**config.mk**
```make
export PLATFORM = sky130hd
export DESIGN_NAME = uart_rx_param
export DESIGN_NICKNAME = d
export VERILOG_FILES = /design/src/rtl/uart_pkg.sv /design/src/rtl/uart_rx_baud_counter.sv /design/src/rtl/uart_rx_param.sv
export SDC_FILE = /design/constraint.sdc
export NUM_CORES = 1
export LEC_CHECK = 0
export CAP_MARGIN = 20
export CORE_MARGIN = 5
export CORE_UTILIZATION = 39
export DETAILED_ROUTE_END_ITERATION = 16
export GPL_TIMING_DRIVEN = 0
export PLACE_DENSITY = 0.55
export SYNTH_ARGS = -nofsm -noshare
export SYNTH_HDL_FRONTEND = slang
export SYNTH_SLANG_ARGS = --single-unit
```
**constraint.sdc**
```tcl
create_clock -name i_clock -period 2.64 [get_ports i_clock]
set_input_delay 0.528 -clock i_clock [delete_from_list [all_inputs] [get_ports i_clock]]
set_output_delay 0.528 -clock i_clock [all_outputs]
set_load 0.03 [all_outputs]
```
**src/rtl/uart_pkg.sv**
```systemverilog
// rtl/uart_pkg.sv - shared UART receiver types, parity constants and sampling helper
package uart_pkg;

  typedef enum logic [2:0] {
    ST_IDLE   = 3'd0,
    ST_START  = 3'd1,
    ST_DATA   = 3'd2,
    ST_PARITY = 3'd3,
    ST_STOP   = 3'd4
  } rx_state_t;

  localparam int PARITY_NONE = 0;
  localparam int PARITY_EVEN = 1;
  localparam int PARITY_ODD  = 2;

  // Two-of-three vote used when the line is sampled over a short window.
  function automatic logic majority3(input logic a, input logic b, input logic c);
    return (a & b) | (a & c) | (b & c);
  endfunction

endpackage

```
**src/rtl/uart_rx_baud_counter.sv**
```systemverilog
// rtl/uart_rx_baud_counter.sv - bit-period counter producing half- or full-bit sample ticks
module uart_rx_baud_counter #(
  parameter int CLOCKS_PER_BIT = 434
) (
  input  logic i_clock,
  input  logic i_resetL,
  input  logic clear,
  input  logic half_sel,
  output logic tick
);

  localparam int CW = $clog2(CLOCKS_PER_BIT);
  localparam logic [CW-1:0] HALF_LAST = CW'(CLOCKS_PER_BIT / 2 - 1);
  localparam logic [CW-1:0] FULL_LAST = CW'(CLOCKS_PER_BIT - 1);

  logic [CW-1:0] cnt;

  // The tick marks the sample point; the counter wraps on it so the next bit is timed from here.
  assign tick = !clear && (cnt == (half_sel ? HALF_LAST : FULL_LAST));

  // Count clock cycles within the current (half) bit period; held at zero while cleared.
  always_ff @(posedge i_clock) begin
    if (!i_resetL || clear || tick) begin
      cnt <= '0;
    end else begin
      cnt <= cnt + CW'(1);
    end
  end

endmodule

```
**src/rtl/uart_rx_param.sv**
```systemverilog
// rtl/uart_rx_param.sv - parameterised UART receiver with held-frame output register (optional macro RX_MAJORITY_VOTE_EN)
module uart_rx_param
  import uart_pkg::*;
#(
  parameter int CLOCKS_PER_BIT = 434,
  parameter int DATA_WIDTH     = 8,
  parameter int PARITY_MODE    = 0,
  parameter int STOP_BITS      = 1
) (
  input  logic                  i_clock,
  input  logic                  i_resetL,
  input  logic                  i_RX,
  input  logic                  i_ready,
  output logic                  o_valid,
  output logic [DATA_WIDTH-1:0] o_data,
  output logic                  o_parity_err,
  output logic                  o_frame_err,
  output logic                  o_overrun,
  output logic                  o_busy
);

  localparam logic [3:0] DATA_LAST = 4'(DATA_WIDTH - 1);
  localparam logic [3:0] STOP_LAST = 4'(STOP_BITS - 1);

  rx_state_t state, state_next;

  logic rx_meta, rx_s;
  logic sample;
  logic tick;
  logic cnt_clear;
  logic half_sel;

  logic [DATA_WIDTH-1:0] shreg;
  logic [3:0]            bit_cnt;
  logic                  par_bit;
  logic                  ferr_acc;

  logic last_data, last_stop, commit;
  logic data_par, perr_new, ferr_new;

  // Bring the asynchronous line into the clock domain; idles high out of reset.
  always_ff @(posedge i_clock) begin
    if (!i_resetL) begin
      rx_meta <= 1'b1;
      rx_s    <= 1'b1;
    end else begin
      rx_meta <= i_RX;
      rx_s    <= rx_meta;
    end
  end

`ifdef RX_MAJORITY_VOTE_EN
  logic rx_d1, rx_d2;

  // Keep the two previous synchronized values so each sample votes over three cycles.
  always_ff @(posedge i_clock) begin
    if (!i_resetL) begin
      rx_d1 <= 1'b1;
      rx_d2 <= 1'b1;
    end else begin
      rx_d1 <= rx_s;
      rx_d2 <= rx_d1;
    end
  end

  assign sample = majority3(rx_d2, rx_d1, rx_s);
`else
  assign sample = rx_s;
`endif

  uart_rx_baud_counter #(
    .CLOCKS_PER_BIT(CLOCKS_PER_BIT)
  ) u_baud (
    .i_clock (i_clock),
    .i_resetL(i_resetL),
    .clear   (cnt_clear),
    .half_sel(half_sel),
    .tick    (tick)
  );

  assign last_data = (bit_cnt == DATA_LAST);
  assign last_stop = (bit_cnt == STOP_LAST);
  assign commit    = (state == ST_STOP) && tick && last_stop;

  assign data_par = (^shreg) ^ par_bit;
  assign perr_new = (PARITY_MODE == PARITY_EVEN) ? data_par :
                    (PARITY_MODE == PARITY_ODD)  ? !data_par : 1'b0;
  assign ferr_new = ferr_acc | !sample;

  // State register.
  always_ff @(posedge i_clock) begin
    if (!i_resetL) begin
      state <= ST_IDLE;
    end else begin
      state <= state_next;
    end
  end

  // Frame sequencing: start qualification, data bits, optional parity, stop bits.
  always_comb begin
    state_next = state;
    case (state)
      ST_IDLE:   if (!rx_s) state_next = ST_START;
      ST_START:  if (tick) state_next = sample ? ST_IDLE : ST_DATA;
      ST_DATA:   if (tick && last_data)
                   state_next = (PARITY_MODE != PARITY_NONE) ? ST_PARITY : ST_STOP;
      ST_PARITY: if (tick) state_next = ST_STOP;
      ST_STOP:   if (tick && last_stop) state_next = ST_IDLE;
      default:   state_next = ST_IDLE;
    endcase
  end

  // State decodes: busy flag and bit-period counter control.
  always_comb begin
    o_busy    = (state != ST_IDLE);
    cnt_clear = (state == ST_IDLE);
    half_sel  = (state == ST_START);
  end

  // Per-frame datapath: shift data LSB-first, capture parity, accumulate stop errors.
  always_ff @(posedge i_clock) begin
    if (!i_resetL) begin
      shreg    <= '0;
      bit_cnt  <= '0;
      par_bit  <= 1'b0;
      ferr_acc <= 1'b0;
    end else if (tick) begin
      case (state)
        ST_START: begin
          bit_cnt  <= '0;
          ferr_acc <= 1'b0;
        end
        ST_DATA: begin
          shreg   <= {sample, shreg[DATA_WIDTH-1:1]};
          bit_cnt <= last_data ? 4'd0 : bit_cnt + 4'd1;
        end
        ST_PARITY: begin
          par_bit <= sample;
        end
        ST_STOP: begin
          ferr_acc <= ferr_new;
          bit_cnt  <= bit_cnt + 4'd1;
        end
        default: begin
        end
      endcase
    end
  end

  // Held-frame register: load on commit when free or being drained, else drop and flag overrun.
  always_ff @(posedge i_clock) begin
    if (!i_resetL) begin
      o_valid      <= 1'b0;
      o_data       <= '0;
      o_parity_err <= 1'b0;
      o_frame_err  <= 1'b0;
      o_overrun    <= 1'b0;
    end else begin
      o_overrun <= 1'b0;
      if (commit && (!o_valid || i_ready)) begin
        o_valid      <= 1'b1;
        o_data       <= shreg;
        o_parity_err <= perr_new;
        o_frame_err  <= ferr_new;
      end else begin
        if (commit) begin
          o_overrun <= 1'b1;
        end
        if (o_valid && i_ready) begin
          o_valid <= 1'b0;
        end
      end
    end
  end

endmodule
```
**After elaboration in Yosys (flattened, before gate mapping)**

Cells that the tools add are included.

- Register bits after elaboration: 38

- Add/sub/neg operators: 2
- Equality and inequality tests: 11
- Multiplexer cells: 14
- Bitwise operators: 2
- Reductions and logical operators: 25

Operators by type and width:

| cell | count |
|---|---|
| $mux W3 | 5 |
| $pmux W3 S5 | 1 |
| $pmux W4 S3 | 1 |
| $add A9 B1 Y9 const B | 1 |
| $eq A9 B9 Y1 | 1 |
| $mux W9 | 1 |
| $ne A2 B2 Y1 const B | 4 |
| $logic_and A1 B1 Y1 | 7 |
| $eq A3 B2 Y1 const B | 2 |
| $reduce_and A2 Y1 | 3 |
| $reduce_bool A3 Y1 | 2 |
| $reduce_and A5 Y1 | 1 |
| $add A4 B1 Y4 const B | 1 |
| $eq A4 B3 Y1 const B | 1 |
| $logic_not A1 Y1 | 4 |
| $logic_not A4 Y1 | 1 |
| $mux W4 | 1 |
| $reduce_bool A2 Y1 | 2 |
| $eq A3 B1 Y1 const B | 1 |
| $eq A3 B3 Y1 const B | 1 |
| $logic_not A3 Y1 | 1 |
| $logic_or A1 B1 Y1 | 3 |
| $mux W1 | 3 |
| $mux W2 | 1 |
| 5 further kinds | 5 |

**Depth between registers and ports, before layout**

Gate-level depths: netlist of the first run.

- Depth in word-level cells: 8
- Mapped depth: 6
- Mapped depth without buffers: 6

**Cells and area by module**

A second synthesis of the first run with hierarchy kept.

- Cell total of the unflattened synthesis: 184
- Area total of the unflattened synthesis: 1737.9 sq um

Modules (own cells, without submodules):

| module | times used | cells each | area each (sq um) | sequential area each (sq um) |
|---|---|---|---|---|
| uart_rx_param | 1 | 137 | 1300.0 | 580.6 |
| uart_rx_baud_counter | 1 | 47 | 437.9 | 180.2 |

**Worst setup path before layout of the first run**

No wires, ideal clock.

- Kind: register to register
- Start point: register u_baud.cnt[2]
- End point: register o_data[0]
- Library setup time: 0.072 ns
- Arrival: 1.787 ns
- Slack: 0.781 ns
- Stages on the path, launching flop included: 7
- Path buffers: 2
- Cell sequence: dfxtp_1 > nand4bb_1 > buf_2 > or4_4 > buf_6 > a21oi_4 > mux2i_1

- Longest elaborated chain between the ends: 5

Ends and longest elaborated chain:

| item | line | RTL |
|---|---|---|
| start: declaration | uart_rx_baud_counter.sv:16 | `logic [CW-1:0] cnt;` |
| start signal: assignment | uart_rx_baud_counter.sv:26 | `cnt <= cnt + CW'(1);` |
| $eq A9 B9 Y1 | uart_rx_baud_counter.sv:19 | `assign tick = !clear && (cnt == (half_sel ? HALF_LAST : FULL_LAST));` |
| $logic_and A1 B1 Y1 | uart_rx_baud_counter.sv:19 |  |
| $logic_and A1 B1 Y1 (2 in series) | uart_rx_param.sv:83 | `assign commit = (state == ST_STOP) && tick && last_stop;` |
| $logic_and A1 B1 Y1 | uart_rx_param.sv:160 | `if (commit && (!o_valid \|\| i_ready)) begin` |
| end signal: assignment | uart_rx_param.sv:162 | `o_data <= shreg;` |
| end: declaration | uart_rx_param.sv:15 | `output logic [DATA_WIDTH-1:0] o_data,` |

Every way passes these cells.
A chain may end at the register's enable or synchronous reset.

**Worst setup path in the final report of the first run**

- Start point: register state[1]
- End point: output o_busy

- Longest elaborated chain between the ends: 1

Ends and longest elaborated chain:

| item | line | RTL |
|---|---|---|
| start: declaration | uart_rx_param.sv:25 | `rx_state_t state, state_next;` |
| start signal: assignment | uart_rx_param.sv:95 | `state <= state_next;` |
| $reduce_bool A3 Y1 | uart_rx_param.sv:115 | `o_busy = (state != ST_IDLE);` |
| end: declaration | uart_rx_param.sv:19 | `output logic o_busy` |

Every way passes these cells.

==> results of run 1 <==
-- sequential cells by signal, indices dropped and copies added (netlist names) --
register and flops:
bit_cnt 4, ferr_acc 1, o_data 8, o_frame_err 1, o_overrun 1, o_valid 1
rx_meta 1, rx_s 1, shreg 8, state 3, u_baud.cnt 9
-- cell usage after synthesis (all sizes together) (2+ instances only) --
cell    count
inv         6
or3b        2
xor2        6
a21oi       5
nand2b      5
o21ai       2
ha          3
nand3       7
o32ai       2
xnor2       2
mux2i      19
nor2b       3
or3         3
buf         5
nor4b       4
o22ai       2
nor3        3
o211a       2
nand2      23
and3        2
dfxtp      38
clkbuf      7
nor4        2
nand4b      4
nand4       6
nor3b       3
nor2       20
-- cell type report --
| class | count | share of cell area (%) |
|---|---|---|
| Clock inverter | 1 | 1.38 |
| Inverter | 6 | 1.03 |
| Timing Repair Buffer | 14 | 6.42 |
| Buffer | 12 | 2.69 |
| Multi-Input combinational cell | 148 | 46.7 |
| Clock buffer | 6 | 3.78 |
| Tap cell | 54 | 3.10 |
| Sequential cell | 38 | 34.9 |
-- critical path, stage by stage (launching register included) --
cell and delay (ps):
dfxtp_1 390, clkbuf_1 360, or3_1 240, clkdlybuf4s50_1 690
-- logic make-up (layout without fill, tap and decap cells) --
family / Yosys count / in the layout / share of synthesized area [%]
AND/OR/NAND/NOR: 95 / 95 / 29.6
flip-flops: 38 / 38 / 40.9
AO/OA/AOI/OAI: 22 / 22 / 9.01
multiplexers: 19 / 19 / 10.2
buffers and inverters: 18 / 39 / 4.37
XOR/XNOR: 8 / 8 / 3.76
adder cells (fa/ha/maj): 3 / 3 / 2.02
other: 1 / 1 / 0.201
-- metrics by stage --
| step | utilization (%) | setup slack, ps |
|---|---|---|
| after floorplan | - | 781 |
| after global placement | 44.1 | 438 |
| final | 46.5 | 150 |
| after detailed placement | 44.1 | 484 |
| after global routing | 46.5 | 30.7 |
| after CTS | 46.5 | 158 |
-- how the worst min path moves through the flow --
stage | start | endpoint | slack (ps)
after floorplan | rx_meta | rx_s | 390
after global placement | rx_meta | rx_s | 400
after detailed placement | rx_meta | rx_s | 410
after CTS | rx_meta | rx_s | 430
after global routing | rx_meta | rx_s | 470
final | rx_meta | rx_s | 430
-- power breakdown --
part	switching (mW)	internal, mW	leakage (nW)
sequential	0.00306	0.576	0.307
combinational	0.0284	0.0143	0.380
clock	0.196	0.302	0.0573
-- per-layer routing --
| layer | vias up | track usage [%] |
|---|---|---|
| met5 | - | 0 |
| met4 | 0 | 4.30 |
| met3 | 4 | 4.54 |
| met2 | 24 | 22.3 |
| met1 | 693 | 18.8 |
| li1 | 760 | - |
==> impl_metrics.env, run 1 <==
export IMPL_regArea_um2=761
export IMPL_synth_area_per_cell_um2=9.13
export IMPL_ctsResizeCount=0
export IMPL_setup_violations=0
export IMPL_io_buffers=14
export IMPL_start_util_pct=39.7
export IMPL_cts_tree="done"
export IMPL_grt_usage_pct=14.3
export IMPL_cts_root_buf="clkbuf_8"
export IMPL_relSlewSlack_pct=53.1
export IMPL_async_reset_ff_share_pct=0
export IMPL_cp_startpoint="state[1]"
export IMPL_grt_pass1_vias=1465
export IMPL_whs_ps=427
export IMPL_viasPerCell=5.31
export IMPL_numCtsBuffers=5
export IMPL_synth_distinct_cells=51
export IMPL_grt_pass1_wl_mm=7.07
export IMPL_core_um2=4690
export IMPL_overflow=0
export IMPL_syn_inst=204
export IMPL_cp_required_ps=2110
export IMPL_drive_gt1_share_pct=8.44
export IMPL_grt_antenna_before_repair=0
export IMPL_top_layer="met4"
export IMPL_synth_top_area_cell="dfxtp_1"
export IMPL_cts_sinks=38
export IMPL_synthFlopType="dfxtp_1"
export IMPL_dr_wl_met2_mm=1.83
export IMPL_route_detailed_drc=0
export IMPL_drv_slew=0
export IMPL_finalClockSkew_ps=7.63
export IMPL_crit_path_end="o_busy"
export IMPL_r2r_end="o_data[4]"
export IMPL_powerDensity_nw_per_um2=513
export IMPL_hold_path_class="reg -> reg"
export IMPL_die_width_um=79.1
export IMPL_layout_common_cells="38 x dfxtp_1, 23 x nand2_1, 20 x nor2_1"
export IMPL_post_cts_buffers=0
export IMPL_fin_tns_setup_ps=0
export IMPL_cts_hold_buf=0
export IMPL_yosys_warnings=0
export IMPL_hpwl_mm=2.90
export IMPL_p_total_mw=1.12
export IMPL_clock_latency_ps=280
export IMPL_postRouteAntennaNets=0
export IMPL_drv_cap=0
export IMPL_period_needed_ps=2490
export IMPL_final_area_um2=2180
export IMPL_vdd_drop_max_uv=266
export IMPL_holdPathStages=1
export IMPL_start_kind="flop"
export IMPL_fmax_ghz=0.402
export IMPL_arrival_ps=1960
export IMPL_synth_edf_count=0
export IMPL_place_inst=272
export IMPL_final_common_cell="dfxtp_1"
export IMPL_synth_top_area_share_pct=40.9
export IMPL_area_growth_pct=17.2
export IMPL_fin_crit_sh_pct=94.3
export IMPL_synth_seq_cells=38
export IMPL_drtIter0Drc=102
export IMPL_hold_violations=0
export IMPL_routed_wl_mm=4.04
export IMPL_endpoint_kind="primary output"
export IMPL_status="completed"
export IMPL_wl_met1_mm=2.02
export IMPL_grt_max_degree=12
export IMPL_layout_nets=232
export IMPL_stdcell_count=279
export IMPL_power_leakage_nw=0.744
export IMPL_cts_clk_slew_worst_paths_ps=80
export IMPL_criticalPathCategory="reg -> out"
export IMPL_antenna_cells=0
export IMPL_ff2ff_setup_slack_ps=560
export IMPL_r2r_start="u_baud.cnt[0]"
export IMPL_grt_setup_unrepaired="no"
export IMPL_cts_htree_levels=2
export IMPL_clockBufferDepth=2
export IMPL_post_drt_wl_per_cell_um=14.5
export IMPL_worstPathMaxFanout=10
export IMPL_yosys_top_cells_area="dfxtp_1 41%, mux2i_1 10%, nand2_1 4.6%"
export IMPL_syn_cell_area_um2=1860
export IMPL_pin_count=17
export IMPL_synth_fp_nets=211
export IMPL_fp_dieH_um=79.1
export IMPL_via_count=1481
export IMPL_dr_pass1_iters=4
export IMPL_placed_area_um2=2070
export IMPL_die_area_um2=6260
export IMPL_route_met3_wl_um=143
export IMPL_gp_congestion=0.830
export IMPL_reg2reg_depth=5
export IMPL_yosysSeqAreaShare_pct=40.9
export IMPL_multiInputGateArea_um2=1020
export IMPL_rows=25
export IMPL_fillers=471
export IMPL_tightest_slew_ps=699
No activity file was read; power rests on OpenSTA's default activity.
==> run 2: changes to the inputs <==
Settings changed: CAP_MARGIN 20 to default, CORE_ASPECT_RATIO from default to 0.9.
==> run 2 against run 1 <==
Effect of this change:
- combinational power up 2%
- via count up 3.0%
- first-iteration DRC count unchanged
- worst hold slack better by 3.2 ps
- utilization up 1.3 points
- sequential share of layout area up 0.12 points
- flip-flop and latch count unchanged
==> impl_metrics.env, run 2 (same netlist as run 1, synthesis figures left out) <==
export IMPL_status="completed"
export IMPL_start_util_pct=40.9
export IMPL_fin_tns_setup_ps=0
export IMPL_power_leakage_nw=0.734
export IMPL_cts_sinks=38
export IMPL_cts_hold_buf=0
export IMPL_cts_clk_slew_worst_paths_ps=80
export IMPL_routed_wl_mm=4.10
export IMPL_post_drt_wl_per_cell_um=14.2
export IMPL_grt_setup_unrepaired="no"
export IMPL_route_detailed_drc=0
export IMPL_hold_path_class="reg -> reg"
export IMPL_cts_htree_levels=2
export IMPL_hpwl_mm=2.92
export IMPL_endpoint_kind="primary output"
export IMPL_area_growth_pct=16.8
export IMPL_cts_root_buf="clkbuf_8"
export IMPL_via_count=1525
export IMPL_grt_usage_pct=13.7
export IMPL_drv_cap=0
export IMPL_grt_antenna_before_repair=0
export IMPL_cts_tree="done"
export IMPL_powerDensity_nw_per_um2=479
export IMPL_drive_gt1_share_pct=8.85
export IMPL_relSlewSlack_pct=53.5
export IMPL_layout_nets=232
export IMPL_viasPerCell=5.30
export IMPL_io_buffers=14
export IMPL_final_common_cell="dfxtp_1"
export IMPL_die_width_um=82.8
export IMPL_worstPathMaxFanout=10
export IMPL_arrival_ps=2000
export IMPL_top_regs="u_baud.cnt x9, o_data x8, shreg x8"
export IMPL_clock_latency_ps=290
export IMPL_start_kind="flop"
export IMPL_post_route_util_pct=47.8
export IMPL_die_area_um2=6260
export IMPL_cp_required_ps=2110
export IMPL_place_inst=280
export IMPL_ctsResizeCount=0
export IMPL_drv_slew=0
export IMPL_fillers=469
export IMPL_tightest_slew_ps=692
export IMPL_finalClockSkew_ps=6.53
export IMPL_setup_violations=0
export IMPL_stdcell_count=288
export IMPL_hold_violations=0
export IMPL_period_needed_ps=2530
export IMPL_grt_max_degree=13
export IMPL_antenna_cells=0
export IMPL_fp_dieH_um=75.5
export IMPL_worst_slack_ps=108
export IMPL_regMostFlops="u_baud.cnt"
export IMPL_layout_common_cells="38 x dfxtp_1, 23 x nand2_1, 20 x nor2_1"
export IMPL_regArea_um2=761
export IMPL_core_um2=4550
export IMPL_postRouteAntennaNets=0
export IMPL_grt_pass1_vias=1503
export IMPL_preCtsSetupSlack_ps=471
export IMPL_numCtsBuffers=5
export IMPL_fin_crit_sh_pct=95.9
export IMPL_clockBufferDepth=2
export IMPL_largest_reg_flops=9
export IMPL_grt_pass1_wl_mm=6.98
export IMPL_fmax_ghz=0.395
export IMPL_overflow=0
export IMPL_multiInputGateArea_um2=1020
export IMPL_vdd_drop_max_uv=254
export IMPL_pin_count=17
export IMPL_rows=23
export IMPL_drtIter0Drc=102
export IMPL_criticalPathCategory="reg -> out"
export IMPL_gp_congestion=0.853
export IMPL_whs_ps=430
export IMPL_dr_pass1_iters=4
export IMPL_post_cts_buffers=0
## run 2: final cells by class
class	instances	area share (%)
buffer	12	2.70
tap	62	3.57
clock inverter	2	0.575
timing repair buffer	14	6.44
clock buffer	6	3.80
inverter	6	1.04
multi-input combinational	148	46.9
sequential	38	35.0
## run 2: critical path, stage by stage (launching register included)
cell             delay (ps)
dfxtp_1                 380
clkbuf_1                390
or3_1                   240
clkdlybuf4s50_1         700
## run 2: metrics by stage
step / cell area (um2) / power (mW)
after floorplan: 1860 / 0.620
after global placement: 2080 / 0.635
after detailed placement: 2080 / 0.635
after CTS: 2170 / 1.05
after global routing: 2170 / 1.08
final: 2170 / 1.04
## run 2: where the power goes
part           total, mW  internal (mW)  switching [mW]
logic             0.0434         0.0143          0.0291
registers          0.579          0.576         0.00310
clock network      0.420          0.210           0.210
total               1.04          0.800           0.243
## run 2: worst paths after layout
path / start / end / slack, ps / cells after the start
setup reg to reg: state[1] / o_data[5] / 540 / 5
hold / removal: rx_meta / rx_s / 430 / 1
hold reg to reg: rx_meta / rx_s / 430 / 1
setup / recovery: state[1] / o_busy / 110 / 3
## run 2: routing by layer
metal,share of wire (%),global-route usage (%),vias up
met4,1.1,5.81,0
met5,0,0,-
met1,48,17.6,720
li1,-,-,764
met2,46,22.7,37
met3,4.4,3.14,4
